==> src/rtl/deskew_stream_reader.sv <==
// rtl/deskew_stream_reader.sv - streams the deskewed 28x28 image out of BRAM over a valid/ready port
// Optional PIXEL_CLAMP_EN: saturate each pixel to [0, 1.0] as it enters the output buffer.
module deskew_stream_reader #(
    parameter int WIDTH     = 16,
    parameter int BASE_ADDR = 784,
    parameter int IMG_DIM   = 28
) (
    input  logic             clk,
    input  logic             reset,
    input  logic             start,
    output logic             ready,
    output logic             done,
    output logic [10:0]      address,
    output logic             en,
    input  logic [WIDTH-1:0] in_data,
    output logic [WIDTH-1:0] m_tdata,
    output logic             m_tvalid,
    input  logic             m_tready,
    output logic             m_tlast
);

    localparam int N = IMG_DIM * IMG_DIM;
    localparam logic [9:0]  N_CNT    = 10'(N);
    localparam logic [9:0]  LAST_CNT = 10'(N - 1);
    localparam logic [10:0] BASE     = 11'(BASE_ADDR);

    typedef enum logic [1:0] {
        IDLE,
        RUN,
        DRAIN
    } state_t;

    state_t           state;
    logic [9:0]       rd_cnt;
    logic [9:0]       out_cnt;
    logic             inflight;
    logic [WIDTH-1:0] fifo_mem [2];
    logic             wr_ptr;
    logic             rd_ptr;
    logic [1:0]       occ;
    logic             pop;
    logic             issue;
    logic [WIDTH-1:0] wr_word;

`ifdef PIXEL_CLAMP_EN
    localparam logic [WIDTH-1:0] PIX_ONE = WIDTH'(1) << (WIDTH - 2);
    assign wr_word = in_data[WIDTH-1] ? '0 : ((in_data > PIX_ONE) ? PIX_ONE : in_data);
`else
    assign wr_word = in_data;
`endif

    assign pop = m_tvalid & m_tready;

    // A read may only be issued if its data is guaranteed a FIFO slot when it lands.
    assign issue = (state == RUN) && (rd_cnt != N_CNT) &&
                   (({1'b0, occ} + {2'b0, inflight}) < (3'd2 + {2'b0, pop}));

    assign en       = issue;
    assign address  = issue ? (BASE + {1'b0, rd_cnt}) : 11'd0;
    assign ready    = (state == IDLE);
    assign m_tvalid = (occ != 2'd0);
    assign m_tdata  = m_tvalid ? fifo_mem[rd_ptr] : '0;
    assign m_tlast  = m_tvalid && (out_cnt == LAST_CNT);

    always_ff @(posedge clk or negedge reset) begin
        if (!reset) begin
            state    <= IDLE;
            rd_cnt   <= '0;
            out_cnt  <= '0;
            inflight <= 1'b0;
            done     <= 1'b0;
        end else begin
            done     <= 1'b0;
            inflight <= issue;
            if (issue)
                rd_cnt <= rd_cnt + 10'd1;
            if (pop)
                out_cnt <= out_cnt + 10'd1;
            case (state)
                IDLE: begin
                    if (start) begin
                        state   <= RUN;
                        rd_cnt  <= '0;
                        out_cnt <= '0;
                    end
                end
                RUN: begin
                    if (rd_cnt == N_CNT)
                        state <= DRAIN;
                end
                DRAIN: begin
                    if (pop && (out_cnt == LAST_CNT)) begin
                        state <= IDLE;
                        done  <= 1'b1;
                    end
                end
                default: state <= IDLE;
            endcase
        end
    end

    always_ff @(posedge clk or negedge reset) begin
        if (!reset) begin
            fifo_mem[0] <= '0;
            fifo_mem[1] <= '0;
            wr_ptr      <= 1'b0;
            rd_ptr      <= 1'b0;
            occ         <= 2'd0;
        end else begin
            if (inflight) begin
                fifo_mem[wr_ptr] <= wr_word;
                wr_ptr           <= ~wr_ptr;
            end
            if (pop)
                rd_ptr <= ~rd_ptr;
            case ({inflight, pop})
                2'b10:   occ <= occ + 2'd1;
                2'b01:   occ <= occ - 2'd1;
                default: occ <= occ;
            endcase
        end
    end

endmodule

==> config.mk <==
export PLATFORM = sky130hd
export DESIGN_NAME = deskew_stream_reader
export DESIGN_NICKNAME = d
export VERILOG_FILES = /design/src/rtl/deskew_stream_reader.sv
export SDC_FILE = /design/constraint.sdc
export NUM_CORES = 1
export LEC_CHECK = 0
export BUFFER_PORTS_ARGS = -buffer_cell sky130_fd_sc_hd__buf_2
export CAP_MARGIN = 20
export CORE_ASPECT_RATIO = 0.6
export CORE_MARGIN = 10
export CORE_UTILIZATION = 60
export CTS_CLUSTER_DIAMETER = 150
export DETAILED_ROUTE_END_ITERATION = 12
export PLACE_DENSITY_LB_ADDON = 0.3
export SLEW_MARGIN = 15
export SYNTH_ARGS = -nofsm -noshare
export SYNTH_HDL_FRONTEND = slang
export SYNTH_SLANG_ARGS = --single-unit
==> constraint.sdc <==
create_clock -name clk -period 5.82 [get_ports clk]
set_clock_uncertainty 0.05 [all_clocks]
set_input_delay 1.164 -clock clk [delete_from_list [all_inputs] [get_ports clk]]
set_output_delay 1.164 -clock clk [all_outputs]
set_load 0.02 [all_outputs]
Word level (Yosys, flattened, before mapping)
Cells that the tools add are included.
W data, S select, Z words.

word-level totals
  bits in registers = 60
  bits of input ports = 20
  output and inout port bits = 32
  word-level logic and storage cells = 66

operators by class
  add/subtract/negate cells = 7
  $lt $le $gt $ge = 4
  eq/ne operators = 10
  multiplexer cells = 21
  bitwise logic cells = 5
  reductions and logical operators = 9

operators by type and width
  operator                  count
  $mux W16                  5
  $mux W10                  6
  $bwmux W32                1
  $add A10 B1 Y10 const B   2
  $eq A10 B10 Y1 const B    2
  $demux W16 S1             1
  $add A10 B10 Y11 const A  1
  $mux W11                  1
  $ne A10 B10 Y1 const B    1
  $mux W2                   3
  $pmux W2 S3               1
  $logic_and A1 B1 Y1       5
  $eq A2 B1 Y1 const B      2
  $eq A2 B2 Y1 const B      2
  $ge A2 B2 Y1 const B      2
  $ne A2 B2 Y1 const B      2
  $not A1 Y2                2
  $pmux W2 S2               1
  $reduce_bool A2 Y1        2
  $add A2 B1 Y3             1
  $add A2 B1 Y3 const A     1
  $lt A3 B3 Y1              1
  $reduce_and A3 Y1         1
  $add A2 B1 Y2 const B     1
  other kinds (7)           9

Logic depth before layout (Yosys ltp)
Gate-level depths: netlist (run 1).

  depth in word-level cells = 8
  mapped depth = 7
  mapped depth without buffers = 7

Worst setup path before layout (run 1)
Ideal clock, no wire load.

  kind = input to output
  start = input m_tready
  end = output address[10]
  data arrival time = 2191 ps
  data required time = 4606 ps
  path slack = 2415 ps
  stages on the path = 5
  buffers on the path = 1
  path through = o21ai_2 -> o21ai_1 -> nand2_1 -> clkbuf_1 -> a21oi_1

between the ends
  cells in the longest elaborated chain, start to end = 5

RTL lines
  item                 RTL line  RTL
  start, declared      18        input logic m_tready,
  $and A1 B1 Y1        52        assign pop = m_tvalid & m_tready;
  $add A2 B1 Y3        56        (({1'b0, occ} + {2'b0, inflight}) < (3'd2 + {2'b0, pop}));
  $lt A3 B3 Y1         56
  $logic_and A1 B1 Y1  55        assign issue = (state == RUN) && (rd_cnt != N_CNT) &&
  $mux W11             59        assign address = issue ? (BASE + {1'b0, rd_cnt}) : 11'd0;
  end, declared        13        output logic [10:0] address,

No other way between the ends.

Worst setup path in the final report (run 1)
  start = input m_tready
  end = output en

between the ends
  cells in the longest elaborated chain, start to end = 4

RTL lines
  item                 RTL line  RTL
  $and A1 B1 Y1        52
  $add A2 B1 Y3        56
  $lt A3 B3 Y1         56
  $logic_and A1 B1 Y1  55
  end, declared        14        output logic en,

No other way between the ends.

==> results of run 1 <==
[cell families (layout without fill, tap and decap cells)]
family,after synthesis,count (layout),share of synthesized area (%)
xor+xnor,17,17,4.94
fa+ha+maj,8,8,3.32
flops,60,60,49.8
mux,52,52,18.6
compound gates,25,25,5.60
buf+inv,18,77,2.49
simple gates,92,92,15.2
[sequential cells by signal, indices dropped and copies added (netlist names), 2 cells and up]
name      count
out_cnt      10
rd_cnt       10
occ           2
fifo_mem     32
state         2
[layer usage]
| metal | vias up | part of all wire, % | wire (um) |
|---|---|---|---|
| met1 | 1087 | 45 | 3150 |
| li1 | 1074 | - | - |
| met4 | 0 | 1.1 | 74 |
| met5 | - | 0 | 0 |
| met2 | 76 | 47 | 3250 |
| met3 | 9 | 7.1 | 493 |
[final timing paths]
kind | from | end
setup / recovery | m_tready | en
max in group asynchronous | reset | rd_cnt[9]
hold / removal | fifo_mem[24] | fifo_mem[24]
setup reg to reg | occ[0] | rd_cnt[0]
hold reg to reg | fifo_mem[24] | fifo_mem[24]
min in group asynchronous | reset | out_cnt[9]
[power groups by stage]
stage | sequential [mW] | clock, mW | combinational (mW)
2_1_floorplan | 0.696 | 0 | 0.832
3_3_place_gp | 0.761 | 0 | 1.04
3_5_place_dp | 0.776 | 0 | 1.08
4_1_cts | 0.772 | 0.388 | 1.09
5_1_grt | 0.799 | 0.411 | 1.19
6_report | 0.773 | 0.384 | 1.08
[cell type report]
cell class / instances / area [um^2] / area share (%)
clock buffers: 14 / 173 / 4.89
clock inverters: 1 / 30.0 / 0.851
inverters: 8 / 30.0 / 0.851
multi-input cells: 194 / 1440 / 40.7
flip-flops and latches: 60 / 1500 / 42.6
well taps: 63 / 78.8 / 2.23
repair buffers: 54 / 278 / 7.87
[synthesized netlist by cell type]
cell type,count
a21oi_1,8
mux2i_1,20
o21a_1,2
o21ai_1,1
and2_1,2
o311ai_0,1
or3_1,2
nand4bb_1,2
nor4b_1,1
buf_2,3
nor3b_1,1
xor2_1,7
clkbuf_1,6
mux2_2,32
dfrtp_1,60
nor3b_2,1
or4_1,3
nand4_1,6
nor3_1,2
o2111a_1,1
o21ai_2,2
nand2b_1,2
or2_2,1
and3_1,6
nor2_1,39
nor4_1,1
inv_1,8
nand3_1,6
and4_1,1
o21ai_0,2
buf_4,1
xnor2_1,10
o2111ai_1,1
ha_1,8
o41ai_1,1
o31ai_1,5
nand4b_1,1
nand2_1,15
o22ai_1,1
[worst register-to-register path, cell delays in order (launching register included)]
cell	delay, ns
dfrtp_1	0.48
ha_1	0.23
ha_1	0.19
nor3b_2	0.22
o21a_1	0.29
nand2_1	0.26
inv_1	0.20
o21ai_0	0.14
==> impl_metrics.yaml, run 1 <==
floorplan:
  placementRows: 19
  pin_count: 52
  fp.dieArea_mm2: 0.00835
  die_height_um: 74.9
  die_x_um: 112
  initial_core_util_pct: 64.0
  core_area_mm2: 0.00471
drt:
  routed_via_density: 5.70
  antenna_left: 0
  wirelength_um: 6980
  initialDrtViolationCount: 152
  num_vias: 2246
  wl_per_cell_um: 17.7
  route.detailed.drc: 0
  drt_pass1_iterations: 4
clock_network:
  postCtsHoldBufs: 0
  htree_levels: 3
  cts_setup_buffers: 0
  clock-root-buffer: "clkbuf_8"
  clk_pin_slew_ns: 0.06
  cts_buffers: 9
  cts_tree: "yes"
  clockBufferDepth: 2
  clock_latency_ns: 0.34
  clock_sinks: 60
  cts_resized: 0
sta:
  maxSlewHeadroom_pct: 34.3
  hold_viol: 0
  fin_crit_ns: 3.78
  holdWs_ns: 0.456
  worst_pin_slew_ns: 0.986
  setup_ws_ns: 2.04
  min_period_over_period_pct: 64.9
  fmax_mhz: 265
  rsz0062_at_grt: "no"
  slew_viol_final: 0
  fin_setup_tns_ns: 0
  setup_viol: 0
placement:
  place_congestion: 0.853
  dp_cells: 379
  hpwl_um: 4960
  place_ws_ns: 2.10
  port_buffers: 51
  place_area_mm2: 0.00333
flow_run:
  cap_violations: 0
yosys:
  yosysSeqAreaShare_pct: 49.8
  syn_inst: 272
  netlist_area_mm2: 0.00301
  ys_warn_count: 0
  avgSynthCellArea_um2: 11.1
  ys_ff_latch: 60
  synth_top_area_share_pct: 49.8
  synthTopCellsByArea: "dfrtp_1, mux2_2, mux2i_1"
  synth_top_area_cell: "dfrtp_1"
  synth_cell_types: 39
  synth_nets: 300
layout:
  mostFrequentLayoutCells: "dfrtp_1, buf_2, nor2_1"
  area_growth_pct: 17.1
  layout_commonest_cell: "dfrtp_1"
  insertedDiodeCount: 0
  utilization_pct: 75.0
  instances_no_fill: 394
  drive_above_1_share_pct: 31.1
  nets: 355
  final_area_mm2: 0.00353
  fillers: 354
worst_setup_path:
  cp.depth: 6
  reg2reg_slack_ns: 3.63
  cp.arrival_ns: 2.57
  cp_max_fo: 11
  critPathKind: "input pin to output port"
  cp-end-kind: "output port"
  critPathBufInv: 3
  worstRegToRegCells: 7
  startpoint_type: "input pin"
  cp_slowest_stage_delay_ns: 0.42
  path_cells: "buf_2 > o21ai_2 > o21ai_1 > nand2_1 > inv_1 > buf_2"
  slowest_stage: "o21ai_1"
  required_ns: 4.61
  cp_top_family: "buffers and inverters"
  crit_top_cell: "buf_2"
grt:
  grt_pass1_vias: 2283
  antenna_found_initial: 0
  track_usage_pct: 16.9
  grtUsageMet1_pct: 21.4
  grt_max_degree: 61
  grt_pass1_wl_um: 11400
  busiest_layer: "met2"
  grt_overflow: 0
  grt.met3_usage_pct: 5.56
  met2_usage_pct: 26.9
power_and_ir_drop:
  ir_drop_v: 0.000383
  p_leak_nw: 1.69
  finalPower_mw: 2.24
  power.internal_mw: 1.28
  power_frac_seq_pct: 34.5
  powerDensity_mw_per_mm2: 635
  swShare_pct: 42.7
  pwr-share-clk_pct: 17.1
  switching_power_mw: 0.957
  power.share.combinational_pct: 48.3
worst_hold_path:
  hold_depth: 1
  min_path_type: "register to register"
run_status:
  status: "completed"
No activity file was read; power rests on OpenSTA's default activity.
==> inputs of run 2 (changes only) <==
--- a/config.mk
+++ b/config.mk
@@ -9,7 +9,7 @@
 export CAP_MARGIN = 20
 export CORE_ASPECT_RATIO = 0.6
 export CORE_MARGIN = 10
-export CORE_UTILIZATION = 60
+export CORE_UTILIZATION = 56
 export CTS_CLUSTER_DIAMETER = 150
 export DETAILED_ROUTE_END_ITERATION = 12
 export PLACE_DENSITY_LB_ADDON = 0.3
==> constraint.sdc (replaced) <==
create_clock -name clk -period 3.83 [get_ports clk]
set_clock_uncertainty 0.05 [all_clocks]
set_input_delay 0.766 -clock clk [delete_from_list [all_inputs] [get_ports clk]]
set_output_delay 0.766 -clock clk [all_outputs]
set_load 0.02 [all_outputs]
==> run 2 against run 1 <==
  * First-iteration DRC count shrank 22%
  * Final cell count is 0.76% higher
  * Critical path depth up 1
  * Via count is 2.4% lower
  * Critical path type is now register to output port
  * Highest routed layer unchanged
==> impl_metrics.yaml, run 2 (synthesized netlist as in run 1, its figures left out) <==
run_status:
  status: "completed"
floorplan:
  placementRows: 20
  initial_core_util_pct: 58.8
  pin_count: 52
  fp.dieArea_mm2: 0.00881
  core_area_mm2: 0.00513
  die_height_um: 76.8
  die_x_um: 115
grt:
  track_usage_pct: 15.0
  grt_pass1_vias: 2138
  grt_overflow: 0
  grt_max_degree: 39
  antenna_found_initial: 0
  grt_pass1_wl_um: 10800
layout:
  area_growth_pct: 17.9
  nets: 355
  insertedDiodeCount: 0
  mostFrequentLayoutCells: "dfrtp_1, buf_2, nor2_1"
  drive_above_1_share_pct: 31.7
  reg_top3: "fifo_mem: 32 flops, out_cnt: 10 flops, rd_cnt: 10 flops"
  regMostFlops: "fifo_mem"
  layout_commonest_cell: "dfrtp_1"
  final_area_mm2: 0.00355
  fillers: 391
  largest_reg_flops: 32
clock_network:
  clk_pin_slew_ns: 0.06
  postCtsHoldBufs: 0
  clock_sinks: 60
  cts_resized: 0
  cts_tree: "yes"
  clock-root-buffer: "clkbuf_8"
  cts_setup_buffers: 0
  clock_latency_ns: 0.33
  cts_buffers: 9
  clockBufferDepth: 2
  htree_levels: 3
worst_hold_path:
  min-delay-start: "wr_ptr"
  hold_depth: 1
  min_path_type: "register to register"
worst_setup_path:
  worstRegToRegCells: 7
  timing.rr.start: "occ[0]"
  startpoint_type: "register"
  required_ns: 3.01
  cp_max_fo: 11
  critPathKind: "register to output port"
  cp-end-kind: "output port"
  crit_start: "occ[0]"
  cp.arrival_ns: 2.43
power_and_ir_drop:
  p_leak_nw: 1.70
  swShare_pct: 41.9
  power.internal_mw: 1.99
  pwr-share-clk_pct: 18.5
  power.share.combinational_pct: 47.6
  power_frac_seq_pct: 33.9
  powerDensity_mw_per_mm2: 966
  ir_drop_v: 0.000595
  switching_power_mw: 1.44
sta:
  slew_viol_final: 0
  fmax_mhz: 308
  fin_setup_tns_ns: 0
  setup_viol: 0
  maxSlewHeadroom_pct: 35.4
  hold_viol: 0
  worst_pin_slew_ns: 0.969
  min_period_over_period_pct: 84.8
  rsz0062_at_grt: "no"
  fin_crit_ns: 3.25
drt:
  wl_per_cell_um: 16.4
  route.detailed.drc: 0
  antenna_left: 0
  wirelength_um: 6500
  initialDrtViolationCount: 119
  num_vias: 2192
  drt_pass1_iterations: 4
  routed_via_density: 5.52
flow_run:
  cap_violations: 0
placement:
  port_buffers: 51
  hpwl_um: 4770
  place_congestion: 0.826
  place_area_mm2: 0.00333
==> run 2: cell types whose count changed in the layout (fill, tap and decap cells not counted) <==
cell	previous run	this run
clkinv_2	0	1
clkbuf_8	12	11
clkbuf_1	2	0
bufinv_16	1	2
clkinvlp_4	0	1
==> run 2: final timing paths <==
kind,to,slack [ns]
worst max-delay path,address[10],0.58
worst min-delay path,wr_ptr,0.45
worst max register to register,rd_cnt[0],1.62
worst min register to register,wr_ptr,0.45
max in group asynchronous,rd_cnt[8],2.42
min in group asynchronous,fifo_mem[25],0.49
==> run 2: routing by layer <==
layer	vias to the layer above	part of all wire, %	GRT usage [%]
li1	1069	-	-
met1	1053	49	21.3
met2	65	42	20.0
met3	5	8.0	6.14
met4	0	1.1	4.80
met5	-	0	0
==> run 2: power groups by stage <==
stage               Sequential, mW  Clock, mW  Combinational (mW)
floorplan                     1.06          0                1.26
global placement              1.15          0                1.60
detailed placement            1.17          0                1.66
CTS                           1.16      0.649                1.66
global route                  1.20      0.677                1.80
finish                        1.16      0.635                1.63
==> run 2: metrics by stage <==
| step | util, % | hold slack (ns) | instances | setup WS, ns | power, mW |
|---|---|---|---|---|---|
| finish | 69.3 | 0.452 | 397 | 0.584 | 3.43 |
| global placement | 64.9 | 0.430 | 382 | 0.996 | 2.76 |
| CTS | 69.3 | 0.444 | 397 | 0.592 | 3.47 |
| global route | 69.3 | 0.468 | 397 | 0.413 | 3.68 |
| floorplan | - | 0.411 | 272 | 1.18 | 2.32 |
| detailed placement | 64.9 | 0.429 | 382 | 0.871 | 2.83 |
==> run 2: critical path, cell delays in order (launching register included) <==
cell	delay (ns)
dfrtp_1	0.48
ha_1	0.23
ha_1	0.20
nor3b_2	0.22
o21a_1	0.28
nand2_1	0.29
a21oi_1	0.21
buf_2	0.19
==> run 2: area by class of cell <==
type                       count  area, um^2  share of cell area (%)
clock buffer                  11         151                    4.26
clock inverter                 4        72.6                    2.04
inverter                       8        30.0                   0.845
multi-input combinational    194        1440                    40.5
sequential                    60        1500                    42.3
tap                           66        82.6                    2.32
timing repair buffer          54         278                    7.82
==> inputs of run 3 (changes only) <==
--- a/config.mk
+++ b/config.mk
@@ -9,7 +9,7 @@
 export CAP_MARGIN = 20
 export CORE_ASPECT_RATIO = 0.6
 export CORE_MARGIN = 10
-export CORE_UTILIZATION = 56
+export CORE_UTILIZATION = 50
 export CTS_CLUSTER_DIAMETER = 150
 export DETAILED_ROUTE_END_ITERATION = 12
 export PLACE_DENSITY_LB_ADDON = 0.3
==> constraint.sdc (replaced) <==
create_clock -name clk -period 2.8 [get_ports clk]
set_clock_uncertainty 0.05 [all_clocks]
set_input_delay 0.56 -clock clk [delete_from_list [all_inputs] [get_ports clk]]
set_output_delay 0.56 -clock clk [all_outputs]
set_load 0.02 [all_outputs]
==> run 3 against run 2 <==
  * Utilization shrank 5.0 points
  * Critical path depth unchanged
  * Die area grew 9.3%
  * Largest cell class unchanged
  * Critical path type unchanged
==> impl_metrics.yaml, run 3 (synthesized netlist as in run 1, its figures left out) <==
worst_setup_path:
  critPathKind: "register to output port"
  cp.arrival_ns: 2.05
  cp_max_fo: 11
  startpoint_type: "register"
  required_ns: 2.19
  cp-end-kind: "output port"
  worstRegToRegCells: 7
floorplan:
  core_area_mm2: 0.00570
  pin_count: 52
  placementRows: 21
  die_x_um: 120
  fp.dieArea_mm2: 0.00964
  die_height_um: 80.1
  initial_core_util_pct: 52.9
grt:
  grt_pass1_wl_um: 10600
  met2_usage_pct: 20.3
  grt.met3_usage_pct: 7.12
  grt_pass1_vias: 2216
  track_usage_pct: 13.9
  grt_overflow: 0
  grtUsageMet1_pct: 17.9
  busiest_layer: "met2"
  antenna_found_initial: 0
  grt_max_degree: 61
sta:
  hold_viol: 0
  worst_pin_slew_ns: 0.739
  rsz0062_at_grt: "no"
  slew_viol_final: 0
  fin_crit_ns: 2.66
  fmax_mhz: 376
  min_period_over_period_pct: 94.9
  setup_viol: 0
  maxSlewHeadroom_pct: 50.6
  setup_ws_ns: 0.143
  fin_setup_tns_ns: 0
layout:
  nets: 363
  regMostFlops: "fifo_mem"
  mostFrequentLayoutCells: "dfrtp_1, buf_2, nor2_1"
  reg_top3: "fifo_mem: 32 flops, out_cnt: 10 flops, rd_cnt: 10 flops"
  layout_commonest_cell: "dfrtp_1"
  fillers: 459
  area_growth_pct: 21.6
  utilization_pct: 64.3
  drive_above_1_share_pct: 33.8
  insertedDiodeCount: 0
  largest_reg_flops: 32
clock_network:
  cts_buffers: 9
  htree_levels: 3
  cts_tree: "yes"
  clock-root-buffer: "clkbuf_8"
  clockBufferDepth: 2
  clk_pin_slew_ns: 0.06
  postCtsHoldBufs: 0
  clock_latency_ns: 0.33
  clock_sinks: 60
placement:
  place_congestion: 0.806
  port_buffers: 51
  place_ws_ns: 0.218
  hpwl_um: 4750
flow_run:
  cap_violations: 0
drt:
  routed_via_density: 5.32
  initialDrtViolationCount: 150
  antenna_left: 0
  wl_per_cell_um: 15.3
  wirelength_um: 6450
  num_vias: 2236
  route.detailed.drc: 0
  drt_pass1_iterations: 4
power_and_ir_drop:
  power_frac_seq_pct: 31.7
  powerDensity_mw_per_mm2: 1330
  ir_drop_v: 0.000713
  power.internal_mw: 2.90
  swShare_pct: 40.5
  power.share.combinational_pct: 48.6
  switching_power_mw: 1.98
  finalPower_mw: 4.88
  pwr-share-clk_pct: 19.7
  p_leak_nw: 1.75
worst_hold_path:
  min_path_type: "input pin to asynchronous set/reset pin"
run_status:
  status: "completed"
run 3: final timing paths:
kind | start | to | slack [ns]
max in group asynchronous | reset | fifo_mem[18] | 1.90
min in group clk | in_data[0] | fifo_mem[0] | 0.42
setup reg to reg | inflight | rd_cnt[5] | 0.70
hold / removal | reset | fifo_mem[25] | 0.31
hold reg to reg | wr_ptr | wr_ptr | 0.44
setup / recovery | inflight | address[10] | 0.14
run 3: metal layers:
layer  share of wire, %  vias up
met5                  0        -
met1                 49     1087
met4               0.59        0
met3                7.2        5
met2                 43       57
li1                   -     1087
run 3: critical path, cell delays in order, from the launching register on:
cell	delay, ns
dfrtp_1	0.42
ha_1	0.23
ha_1	0.19
nor3b_2	0.20
o21a_2	0.22
nand2_4	0.10
a21oi_1	0.16
buf_2	0.19
run 3: power by group through the flow:
stage	sequential [mW]	clock, mW	combinational, mW
final	1.55	0.963	2.37
after global routing	1.60	1.03	2.61
after CTS	1.54	0.980	2.36
after detailed placement	1.56	0	2.33
after global placement	1.53	0	2.29
after floorplan	1.45	0	1.73
run 3: what timing repair did:
| action | 4_1_cts | 5_1_grt |
|---|---|---|
| buffers inserted | 0 | 5 |
| resized for setup | 2 | 1 |
| endpoints found under the setup margin | 10 | 10 |
| pin swaps | 0 | 1 |
run 3: cell type report:
cell class | instances | area, um^2 | area share, %
Clock buffer | 12 | 155 | 4.23
Multi-Input combinational cell | 194 | 1450 | 39.5
Inverter | 8 | 30.0 | 0.819
Sequential cell | 60 | 1500 | 41.0
Clock inverter | 4 | 95.1 | 2.59
Tap cell | 80 | 100 | 2.73
Timing Repair Buffer | 62 | 338 | 9.22
run 3: metrics by stage:
step	hold slack, ns	area (um^2)	cells
after floorplan	0.214	3010	272
after global placement	0.437	3370	399
after detailed placement	0.428	3370	399
after CTS	0.345	3620	415
after global routing	0.384	3670	420
final	0.309	3670	420
